File: src/rtl/piso_reg.sv
//==============================================================================
// Module   : piso_reg
// Purpose  : Parallel-in / serial-out shift register. Accepts a DATA_WIDTH word
//            through a valid/ready load handshake. Shifts it out one bit per
//            clock on serial_out_o, qualified by we_o. The bit order
//            (MSB- or LSB-first) is chosen per word. Back-to-back words
//            stream without gaps when a new word is accepted in the cycle
//            that carries the previous frame's last bit.
// Ports    : clk_i          - clock, rising edge
//            arst_n_i       - asynchronous active-low reset
//            parallel_in_i  - word to serialize (sampled on acceptance)
//            load_valid_i   - parallel_in_i / shift_dir_i are valid
//            load_ready_o   - block can accept a word this cycle
//            shift_dir_i    - 1 = MSB first, 0 = LSB first
//            serial_out_o   - current serial bit (0 when we_o = 0)
//            we_o           - serial_out_o carries a valid frame bit
//            last_o         - high with the final bit of a frame
// Options  : PISO_REG_PARITY_EN - when defined, appends one even-parity bit
//            (XOR of the captured word) after the data bits.
// Revision : 1.0 - initial release
//==============================================================================
`timescale 1ns/1ps
`default_nettype none

module piso_reg #(
  parameter int DATA_WIDTH = 32
) (
  input  logic                  clk_i,
  input  logic                  arst_n_i,
  input  logic [DATA_WIDTH-1:0] parallel_in_i,
  input  logic                  load_valid_i,
  output logic                  load_ready_o,
  input  logic                  shift_dir_i,
  output logic                  serial_out_o,
  output logic                  we_o,
  output logic                  last_o
);

`ifdef PISO_REG_PARITY_EN
  localparam int FRAME_LEN = DATA_WIDTH + 1;
`else
  localparam int FRAME_LEN = DATA_WIDTH;
`endif
  localparam int              CNT_W    = $clog2(DATA_WIDTH + 1);
  localparam logic [CNT_W-1:0] CNT_LOAD = CNT_W'(FRAME_LEN - 1);

  typedef enum logic [0:0] {
    ST_IDLE  = 1'b0,
    ST_SHIFT = 1'b1
  } state_e;

  state_e                state_q, state_d;
  logic [DATA_WIDTH-1:0] shift_q, shift_d;
  logic                  dir_q,   dir_d;
  logic [CNT_W-1:0]      cnt_q,   cnt_d;
`ifdef PISO_REG_PARITY_EN
  logic                  parity_q, parity_d;
`endif

  logic                  accept;
  logic                  is_last;
  logic                  data_bit;
  logic [DATA_WIDTH-1:0] shifted;

  // Outputs derive only from registered state; no input reaches them.
  assign is_last      = (state_q == ST_SHIFT) && (cnt_q == '0);
  assign load_ready_o = (state_q == ST_IDLE) || is_last;
  assign accept       = load_valid_i && load_ready_o;

  assign shifted = dir_q ? {shift_q[DATA_WIDTH-2:0], 1'b0}
                         : {1'b0, shift_q[DATA_WIDTH-1:1]};

`ifdef PISO_REG_PARITY_EN
  // The count reaches zero only on the parity slot; data bits use 1..W.
  assign data_bit = (cnt_q == '0) ? parity_q
                                  : (dir_q ? shift_q[DATA_WIDTH-1] : shift_q[0]);
`else
  assign data_bit = dir_q ? shift_q[DATA_WIDTH-1] : shift_q[0];
`endif

  assign we_o         = (state_q == ST_SHIFT);
  assign serial_out_o = we_o && data_bit;
  assign last_o       = is_last;

  always_comb begin
    state_d  = state_q;
    shift_d  = shift_q;
    dir_d    = dir_q;
    cnt_d    = cnt_q;
`ifdef PISO_REG_PARITY_EN
    parity_d = parity_q;
`endif
    case (state_q)
      ST_IDLE: begin
        if (accept) begin
          state_d  = ST_SHIFT;
          shift_d  = parallel_in_i;
          dir_d    = shift_dir_i;
          cnt_d    = CNT_LOAD;
`ifdef PISO_REG_PARITY_EN
          parity_d = ^parallel_in_i;
`endif
        end
      end
      ST_SHIFT: begin
        if (cnt_q == '0) begin
          if (accept) begin
            // Gapless hand-over: the next word starts in the following cycle.
            shift_d  = parallel_in_i;
            dir_d    = shift_dir_i;
            cnt_d    = CNT_LOAD;
`ifdef PISO_REG_PARITY_EN
            parity_d = ^parallel_in_i;
`endif
          end else begin
            state_d = ST_IDLE;
            shift_d = shifted;
          end
        end else begin
          shift_d = shifted;
          cnt_d   = cnt_q - CNT_W'(1);
        end
      end
      default: state_d = ST_IDLE;
    endcase
  end

  always_ff @(posedge clk_i or negedge arst_n_i) begin
    if (!arst_n_i) begin
      state_q  <= ST_IDLE;
      shift_q  <= '0;
      dir_q    <= 1'b0;
      cnt_q    <= '0;
`ifdef PISO_REG_PARITY_EN
      parity_q <= 1'b0;
`endif
    end else begin
      state_q  <= state_d;
      shift_q  <= shift_d;
      dir_q    <= dir_d;
      cnt_q    <= cnt_d;
`ifdef PISO_REG_PARITY_EN
      parity_q <= parity_d;
`endif
    end
  end

endmodule

`default_nettype wire

File: config.mk
export PLATFORM = sky130hd
export DESIGN_NAME = piso_reg
export DESIGN_NICKNAME = d
export VERILOG_FILES = /design/src/rtl/piso_reg.sv
export SDC_FILE = /design/constraint.sdc
export NUM_CORES = 1
export LEC_CHECK = 0
export ABC_AREA = 1
export BUFFER_PORTS_ARGS = -buffer_cell sky130_fd_sc_hd__buf_4
export CORE_ASPECT_RATIO = 0.9
export CORE_UTILIZATION = 55
export CTS_CLUSTER_DIAMETER = 50
export DETAILED_ROUTE_END_ITERATION = 10
export PLACE_DENSITY_LB_ADDON = 0.3
export SLEW_MARGIN = 20
export SYNTH_ARGS = -nofsm -noshare
export SYNTH_HDL_FRONTEND = slang
export SYNTH_SLANG_ARGS = --single-unit
File: constraint.sdc
create_clock -name clk_i -period 4.2 [get_ports clk_i]
set_input_delay 0.42 -clock clk_i [delete_from_list [all_inputs] [get_ports clk_i]]
set_output_delay 0.42 -clock clk_i [all_outputs]
set_load 0.02 [all_outputs]
; Word level (Yosys, flattened, before mapping)
; Cells that the tools add are included.
; W data, S select, Z words.
[totals]
regBits = 40
in_bits = 36
[classes]
n_eq_ne = 2
bitwise = 1
addsub = 1
n_reduce_logical = 5
n_mux = 15
[op_table]
columns = op, count
row1 = $mux W32, 4
row2 = $pmux W32 S2, 1
row3 = $mux W6, 2
row4 = $pmux W6 S2, 1
row5 = $logic_not A6 Y1, 1
row6 = $sub A6 B1 Y6 const B, 1
row7 = $mux W1, 5
row8 = $pmux W1 S2, 2
row9 = $logic_and A1 B1 Y1, 3
row10 = $ne A2 B1 Y1 const B, 1
row11 = $ne A2 B2 Y1 const B, 1
row12 = $logic_or A1 B1 Y1, 1
row13 = $not A1 Y1, 1

; Depth between registers and ports, before layout
; Gate-level depths: netlist of run 1.
[logic_depth]
ltp_word = 7
ltp_mapped = 9
depth_no_buf = 8

; Worst setup path after synthesis of run 1
; OpenSTA, ideal clock, no wires.
[synth_timing]
kind = register to output
start = register state_q (netlist: we_o)
end = output port serial_out_o
path_buffers = 2
t_arrival_ps = 1313
setup_slack_ps = 2467
stages_incl_launch_ff = 5
path_cell_list = dfrtp_1 buf_2 nand2_2 clkbuf_1 o22ai_1
[synth_between]
elab_chain_len = 1
[synth_lines]
columns = item, line_no
row1 = start: declaration, 52  ; state_e state_q, state_d;
row2 = start signal: assignment, 138  ; state_q <= state_d;
row3 = $logic_and A1 B1 Y1, 82  ; assign serial_out_o = we_o && data_bit;
row4 = end: declaration, 34  ; output logic serial_out_o,
; Every way passes these cells.

; Worst setup path in the final report of run 1
; Ends and elaborated chain as after synthesis.

==> results of run 1 <==
## cells by family (layout without fill, tap and decap cells)
family                   count (synthesis)  after routing
XOR/XNOR                                 1              1
AO/OA/AOI/OAI                           76             76
AND/OR/NAND/NOR                        124            124
flip-flops                              40             40
adder cells (fa/ha/maj)                  1              1
buffers and inverters                   89            122
## sequential cells by signal, summed over array words and instances, names as in the netlist
register  cells
we_o          1
shift_q      32
dir_q         1
cnt_q         6
## layout make-up
type,count,share of cell area (%)
Clock buffer,8,3.30
Inverter,73,10.0
Sequential cell,40,36.7
Tap cell,48,2.20
Timing Repair Buffer,41,11.3
Multi-Input combinational cell,202,36.5
## layout by cell type (no fill, tap or decap)
cell type / Yosys / layout
nand2_1: 98 / 98
o21ai_0: 12 / 12
o22ai_1: 30 / 30
nor2_2: 3 / 3
o21ai_2: 11 / 11
dfrtp_1: 40 / 40
inv_1: 72 / 72
nand2_2: 13 / 13
o21ai_1: 20 / 20
xor2_1: 1 / 1
nand3_1: 2 / 2
clkbuf_8: 0 / 6
nor2_1: 6 / 6
nor3_1: 1 / 1
buf_4: 2 / 41
ha_1: 1 / 1
nand3_2: 1 / 1
a21oi_1: 3 / 3
inv_2: 1 / 1
clkbuf_1: 7 / 2
## power by group through the flow
stage,logic [mW],clock network [mW],registers [mW]
global placement,0.772,0,0.640
global route,0.927,0.288,0.661
CTS,0.809,0.269,0.641
finish,0.806,0.263,0.643
floorplan,0.669,0,0.621
detailed placement,0.803,0,0.646
## layer usage
layer / up-vias / GRT usage [%] / wire, um
met5: - / 0 / 0
met4: 0 / 8.50 / 63
met3: 8 / 5.99 / 203
met2: 48 / 39.5 / 2230
met1: 928 / 29.3 / 2340
li1: 1083 / - / -
## critical path, stage by stage, from the launching register on
cell and delay [ps]:
dfrtp_1 570, nand2_1 620, o22ai_1 310, buf_4 190
## stage by stage
step	util [%]	setup WS, ps	cell area, um2	total power [mW]	cells
2_1_floorplan	-	2470	2370	1.29	331
3_3_place_gp	64.3	2180	2640	1.41	404
3_5_place_dp	64.3	2150	2640	1.45	404
4_1_cts	66.5	1830	2730	1.72	412
5_1_grt	66.5	1630	2730	1.88	412
6_report	66.5	1800	2730	1.71	412
## worst min-delay path by stage
stage | to | slack [ps]
after floorplan | cnt_q[0]$_DFF_PN0_ | 120
after global placement | cnt_q[0]$_DFF_PN0_ | 430
after detailed placement | cnt_q[0]$_DFF_PN0_ | 420
after CTS | cnt_q[0]$_DFF_PN0_ | 110
after global routing | cnt_q[0]$_DFF_PN0_ | 120
final | cnt_q[0]$_DFF_PN0_ | 90
==> results.py, run 1 <==
metrics = {
    "synthesis": {
        "synthArstFlopShare_pct": 100,
        "synth_seq_cells": 40,
        "seq_area_frac_synth_pct": 42.1,
        "syn-instance-count": 331,
        "avgSynthCellArea_um2": 7.17,
        "synth_top_area_share_pct": 42.1,
        "synth-simple-area-share_pct": 21.7,
        "synth_area_leader_cell": "dfrtp_1",
        "yosysWarnings": 0,
        "synth-compound-area-share_pct": 19.3,
        "synth-xor-area-share_pct": 0.369,
        "synth-edff-count": 0,
        "netlist_area_um2": 2370,
        "yosys-top-cells-area": "dfrtp_1, nand2_1, inv_1",
        "synth_cell_types": 22,
        "synthTopCellsByCount": "nand2_1, inv_1, dfrtp_1, o22ai_1, o21ai_1",
        "synthMuxAreaShare_pct": 0,
        "synthMostInstantiatedCell": "nand2_1",
        "synth_flop_cell": "dfrtp_1",
        "syn_nets": 368,
        "synthAdderAreaFrac_pct": 0.527,
        "synth_top_family_by_area": "simple AND/OR/NAND/NOR gates",
    },
    "cts": {
        "root_buffer": "clkbuf_8",
        "postCtsSetupRepairBufs": 0,
        "cts_resized": 0,
        "cts_made_buffers": 5,
        "clk_pin_slew_worst_paths_ps": 80,
        "cts-htree-levels": 2,
        "cts_sinks": 40,
        "cts_buffer_depth": 2,
        "hold_buffers": 0,
        "clock_latency_ps": 290,
        "cts_tree": "built",
    },
    "layout": {
        "area.growth.synth_to_final_pct": 14.9,
        "antenna_cells": 0,
        "drive_above_1_share_pct": 20.9,
        "finalNetCount": 400,
        "final-seq-area_um2": 1000,
        "multi_input_area_um2": 996,
        "fillers": 380,
    },
    "pwr": {
        "power.density_nw_per_um2": 628,
        "p_seq_share_pct": 37.5,
        "combPwrFrac_pct": 47.1,
        "p_int_mw": 0.992,
        "peakVddDrop_uv": 304,
        "p_sw_mw": 0.720,
        "clkPwrFrac_pct": 15.4,
        "switching_share_pct": 42.1,
        "power_leakage_nw": 1.46,
    },
    "worst_setup_path": {
        "end_kind": "output port",
        "start_kind": "flop",
        "reg2reg_depth": 8,
        "required_ps": 3780,
        "path_max_fanout": 30,
        "worst-endpoint-arrival_ps": 1980,
        "r2r-start": "cnt_q[0]$_DFF_PN0_",
        "crit_type": "flop to output port",
        "r2r_slack_ps": 2230,
        "endpoint": "serial_out_o",
        "crit_path_start": "we_o$_DFF_PN0_",
        "worstReg2RegEnd": "dir_q$_DFFE_PN0P_",
    },
    "sta": {
        "fin_crit_ps": 2400,
        "tightest_slew_ps": 915,
        "hold_viol": 0,
        "slew_viol_final": 0,
        "whs_ps": 90.1,
        "rsz0062_at_grt": "no",
        "maxSlewHeadroom_pct": 38.9,
        "max_freq_ghz": 0.416,
        "setup_viol": 0,
        "skew_ps": 6.73,
        "setup_tns_ps": 0,
        "fin_crit_sh_pct": 57.3,
    },
    "flow_run": {
        "maxCapViolCount": 0,
    },
    "drt": {
        "drc": 2,
        "drt_iter0_drc": 132,
        "routedWlPerCell_um": 11.7,
        "postRouteAntennaNets": 0,
        "dr.pass1.iters": 7,
        "routed_via_density": 5.02,
        "num_vias": 2067,
        "wirelength_mm": 4.83,
    },
    "floorplan": {
        "pin_count": 40,
        "die_w_um": 71.3,
        "start_util_pct": 57.9,
        "fp.coreArea_um2": 4100,
        "dieArea_um2": 4590,
        "fp.dieH_um": 64.3,
        "rows": 22,
    },
    "global_route": {
        "gr-total-overflow": 0,
        "grt_max_degree": 41,
        "grt_pass1_wl_mm": 8.45,
        "grt_pass1_vias": 1960,
        "antenna_found_initial": 0,
        "grt_util_all_layers_pct": 23.6,
    },
    "placed_design": {
        "gp_congestion": 0.773,
        "portBuffers": 39,
        "place_hpwl_mm": 3.20,
    },
    "worst_hold_path": {
        "hold_class": "input pin to asynchronous set/reset pin",
    },
    "outcome": {
        "violations": "design-rule violations",
        "outcome": "complete, but fails checks",
    },
}
(Power assumes the default switching activity.)
==> run 2: changes to the inputs <==
CORE_UTILIZATION = 51   (was 55)
clock period = 2.2 ns   (was 4.2 ns; I/O delays follow)
==> run 2 against run 1 <==
Net effect:
- the flow now finishes without violations
- die area is 7.6% higher
- critical endpoint unchanged
- first-iteration DRC count is 17% lower
- register-to-register slack worse by 1800 ps
- highest routed layer unchanged
==> results.py, run 2 (synthesis results as in run 1) <==
metrics = {
    "sta": {
        "fin_crit_ps": 1920,
        "rsz0062_at_grt": "no",
        "hold_viol": 0,
        "tightest_slew_ps": 500,
        "setup_slack_ps": 278,
        "maxSlewHeadroom_pct": 66.6,
        "setup_viol": 0,
        "skew_ps": 4.21,
        "max_freq_ghz": 0.520,
        "fin_crit_sh_pct": 87.4,
        "setup_tns_ps": 0,
        "slew_viol_final": 0,
    },
    "placed_design": {
        "place_inst": 423,
        "place_hpwl_mm": 3.46,
        "portBuffers": 39,
        "pre_cts_ws_ps": 482,
        "gp_congestion": 0.790,
    },
    "global_route": {
        "antenna_found_initial": 0,
        "grt_pass1_wl_mm": 8.52,
        "gr-total-overflow": 0,
        "grt_pass1_vias": 1970,
        "grt_max_degree": 41,
        "grt_util_all_layers_pct": 22.9,
    },
    "floorplan": {
        "die_w_um": 73.9,
        "start_util_pct": 53.2,
        "pin_count": 40,
        "dieArea_um2": 4930,
        "rows": 23,
        "fp.coreArea_um2": 4460,
        "fp.dieH_um": 66.7,
    },
    "drt": {
        "routedWlPerCell_um": 11.4,
        "routed_via_density": 4.90,
        "drt_iter0_drc": 110,
        "drc": 0,
        "postRouteAntennaNets": 0,
        "wirelength_mm": 4.94,
        "dr.pass1.iters": 4,
        "num_vias": 2118,
    },
    "pwr": {
        "power_leakage_nw": 1.50,
        "power.density_nw_per_um2": 1180,
        "p_total_mw": 3.32,
        "peakVddDrop_uv": 603,
    },
    "worst_hold_path": {
        "min_delay_path_depth": 3,
        "worstHoldEndpoint": "dir_q$_DFFE_PN0P_",
        "hold_class": "input pin to flop",
        "hp-start": "shift_dir_i",
    },
    "layout": {
        "multi_input_area_um2": 996,
        "mostFrequentLayoutCells": "nand2_1, inv_1, buf_4",
        "top_regs": "shift_q (32), cnt_q (6)",
        "final_cells": 432,
        "finalNetCount": 406,
        "drive_above_1_share_pct": 21.9,
        "final-seq-area_um2": 1000,
        "final_common_cell": "nand2_1",
        "fillers": 427,
        "finalCoreUtilization_pct": 62.9,
        "antenna_cells": 0,
        "area.growth.synth_to_final_pct": 18.2,
        "largest_reg_flops": 32,
        "largest_register": "shift_q",
    },
    "worst_setup_path": {
        "r2r_slack_ps": 460,
        "required_ps": 1980,
        "reg2reg_depth": 9,
        "worst-endpoint-arrival_ps": 1700,
        "path_max_fanout": 15,
        "crit_type": "flop to output port",
        "worstReg2RegEnd": "dir_q$_DFFE_PN0P_",
        "r2r-start": "cnt_q[0]$_DFF_PN0_",
        "start_kind": "flop",
        "end_kind": "output port",
    },
    "cts": {
        "cts_sinks": 40,
        "cts_tree": "built",
        "clock_latency_ps": 290,
        "cts_resized": 0,
        "cts_buffer_depth": 2,
        "cts-htree-levels": 2,
        "clk_pin_slew_worst_paths_ps": 70,
        "cts_made_buffers": 5,
        "postCtsSetupRepairBufs": 0,
        "root_buffer": "clkbuf_8",
    },
    "outcome": {
        "outcome": "complete, no violations",
    },
    "flow_run": {
        "maxCapViolCount": 0,
    },
}
run 2: critical path, cell delays in order (launching register included):
cell	delay, ps
dfrtp_1	600
nand2_1	400
o22ai_1	230
buf_4	170
run 2: worst max path at each step:
| stage | endpoint | slack [ps] | from | cells after the start |
|---|---|---|---|---|
| 2_1_floorplan | serial_out_o | 670 | we_o$_DFF_PN0_ | 4 |
| 3_3_place_gp | shift_q[21]$_DFFE_PN0P_ | 530 | we_o$_DFF_PN0_ | 5 |
| 3_5_place_dp | dir_q$_DFFE_PN0P_ | 480 | cnt_q[0]$_DFF_PN0_ | 9 |
| 4_1_cts | serial_out_o | 260 | we_o$_DFF_PN0_ | 3 |
| 5_1_grt | serial_out_o | 140 | we_o$_DFF_PN0_ | 3 |
| 6_report | serial_out_o | 280 | we_o$_DFF_PN0_ | 3 |
run 2: layout make-up:
cell class	count	share of cell area, %
clock buffers	8	3.21
inverters	73	9.76
repair buffers	47	13.1
multi-input cells	202	35.5
well taps	62	2.76
flip-flops and latches	40	35.7
run 2: per-stage QoR:
step           cell area, um2  hold WS (ps)
5_1_grt                  2810           179
4_1_cts                  2810           149
2_1_floorplan            2370         -75.6
3_3_place_gp             2710           234
6_report                 2810           153
3_5_place_dp             2710           228
run 2: report_power, final:
group          internal, mW  switching [mW]
combinational         0.647           0.947
sequential             1.04           0.187
clock                 0.256           0.246
total                  1.94            1.38
run 2: metal layers:
layer	part of all wire [%]	GRT usage [%]	vias up
li1	-	-	1101
met1	48	30.6	959
met2	46	36.4	49
met3	4.3	4.08	9
met4	1.8	9.62	0
met5	0	0	-
run 2: repair_timing:
action,in CTS,in global routing
hold buffers,1,0
hold endpoints to repair,40,0
setup endpoints to repair,0,0
==> run 3: changes to the inputs <==
CORE_MARGIN = 2   (was not set)
==> run 3 against run 2 <==
Net effect:
- fmax increased by 3.7%
- combinational power about the same
- sequential power hardly changed
- largest power group unchanged
- die area increased by 5.8%
- setup slack improved by 68 ps
- routed wire length decreased by 2.0%
- critical path type unchanged
- non-clock buffer count shrank 2
- global-route usage is 2.1 points lower
- clock power shrank 14%
- final area shrank 1.3%
- hold slack gained 12 ps
- largest cell class unchanged
- clock-buffer cell count is 3 lower
==> results.py, run 3 (synthesis results as in run 1) <==
metrics = {
    "outcome": {
        "outcome": "complete, no violations",
    },
    "pwr": {
        "switching_share_pct": 41.7,
        "p_seq_share_pct": 37.9,
        "peakVddDrop_uv": 626,
        "clkPwrFrac_pct": 13.3,
        "p_sw_mw": 1.35,
        "p_int_mw": 1.88,
        "power.density_nw_per_um2": 1170,
        "combPwrFrac_pct": 48.8,
        "power_leakage_nw": 1.48,
        "p_total_mw": 3.23,
    },
    "floorplan": {
        "pin_count": 40,
        "fp.coreArea_um2": 4460,
        "fp.dieH_um": 68.7,
        "start_util_pct": 53.2,
        "dieArea_um2": 5220,
        "rows": 23,
        "die_w_um": 75.9,
    },
    "drt": {
        "drt_iter0_drc": 151,
        "postRouteAntennaNets": 0,
        "wirelength_mm": 4.84,
        "drc": 0,
        "routedWlPerCell_um": 11.3,
        "dr.pass1.iters": 4,
        "routed_via_density": 4.89,
        "num_vias": 2089,
    },
    "placed_design": {
        "portBuffers": 39,
        "pre_cts_ws_ps": 481,
        "place_hpwl_mm": 3.37,
        "gp_congestion": 0.827,
    },
    "worst_setup_path": {
        "worst-endpoint-arrival_ps": 1630,
        "end_kind": "output port",
        "required_ps": 1980,
        "r2r_slack_ps": 460,
        "crit_path_start": "we_o$_DFF_PN0_",
        "crit_type": "flop to output port",
        "start_kind": "flop",
        "path_max_fanout": 15,
        "r2r-start": "cnt_q[0]$_DFF_PN0_",
    },
    "global_route": {
        "grt_pass1_vias": 2034,
        "grt_pass1_wl_mm": 8.79,
        "gr-total-overflow": 0,
        "antenna_found_initial": 0,
        "grt_max_degree": 41,
        "grt_util_all_layers_pct": 20.8,
    },
    "sta": {
        "rsz0062_at_grt": "no",
        "setup_viol": 0,
        "tightest_slew_ps": 508,
        "setup_slack_ps": 346,
        "setup_tns_ps": 0,
        "max_freq_ghz": 0.539,
        "fin_crit_ps": 1850,
        "fin_crit_sh_pct": 84.3,
        "skew_ps": 3.53,
        "hold_viol": 0,
        "slew_viol_final": 0,
        "maxSlewHeadroom_pct": 66.1,
        "whs_ps": 165,
    },
    "layout": {
        "finalNetCount": 404,
        "top_regs": "shift_q (32), cnt_q (6)",
        "fillers": 393,
        "antenna_cells": 0,
        "drive_above_1_share_pct": 21.4,
        "area.growth.synth_to_final_pct": 16.6,
        "largest_reg_flops": 32,
        "mostFrequentLayoutCells": "nand2_1, inv_1, buf_4",
        "final_common_cell": "nand2_1",
        "largest_register": "shift_q",
    },
    "worst_hold_path": {
        "hp-start": "shift_dir_i",
        "hold_class": "input pin to flop",
    },
    "cts": {
        "postCtsSetupRepairBufs": 0,
        "cts-htree-levels": 2,
        "clk_pin_slew_worst_paths_ps": 70,
        "cts_sinks": 40,
        "cts_resized": 0,
        "cts_made_buffers": 5,
        "root_buffer": "clkbuf_8",
        "hold_buffers": 1,
        "clock_latency_ps": 280,
        "cts_tree": "built",
        "cts_buffer_depth": 2,
    },
    "flow_run": {
        "maxCapViolCount": 0,
    },
}
run 3: cell type report:
| type | count | area [um2] | share of cell area (%) |
|---|---|---|---|
| Timing Repair Buffer | 45 | 353 | 12.7 |
| Tap cell | 62 | 77.6 | 2.80 |
| Clock buffer | 5 | 68.8 | 2.48 |
| Multi-Input combinational cell | 202 | 996 | 36.0 |
| Sequential cell | 40 | 1000 | 36.1 |
| Inverter | 73 | 274 | 9.89 |
run 3: worst paths after layout:
check                                           to  cells past startpoint
max reg2reg                      dir_q$_DFFE_PN0P_                      9
min reg2reg                 shift_q[2]$_DFFE_PN0P_                      2
min in group asynchronous       cnt_q[2]$_DFF_PN0_                      2
min                              dir_q$_DFFE_PN0P_                      3
max in group asynchronous  shift_q[20]$_DFFE_PN0P_                      2
max                                   serial_out_o                      3
run 3: critical path: stages, from the launching register on:
cell	delay [ps]
dfrtp_1	570
nand2_1	390
o22ai_1	220
buf_4	170
run 3: power groups by stage:
stage               logic (mW)  clock network, mW  registers (mW)
floorplan                 1.28                  0            1.19
global placement          1.53                  0            1.22
detailed placement        1.57                  0            1.23
CTS                       1.58              0.440            1.22
global route              1.82              0.473            1.26
finish                    1.57              0.430            1.22
run 3: through the flow:
step / area, um2 / utilization, % / instances
global route: 2770 / 62.1 / 427
finish: 2770 / 62.1 / 427
global placement: 2690 / 60.3 / 421
floorplan: 2370 / - / 331
CTS: 2770 / 62.1 / 427
detailed placement: 2690 / 60.3 / 421
run 3: layer usage:
metal | routed length (um) | vias to the layer above | track usage (%)
met1 | 2420 | 951 | 26.5
met4 | 48 | 0 | 6.82
met2 | 2190 | 40 | 36.6
met5 | 0 | - | 0
met3 | 185 | 5 | 4.04
li1 | - | 1093 | -
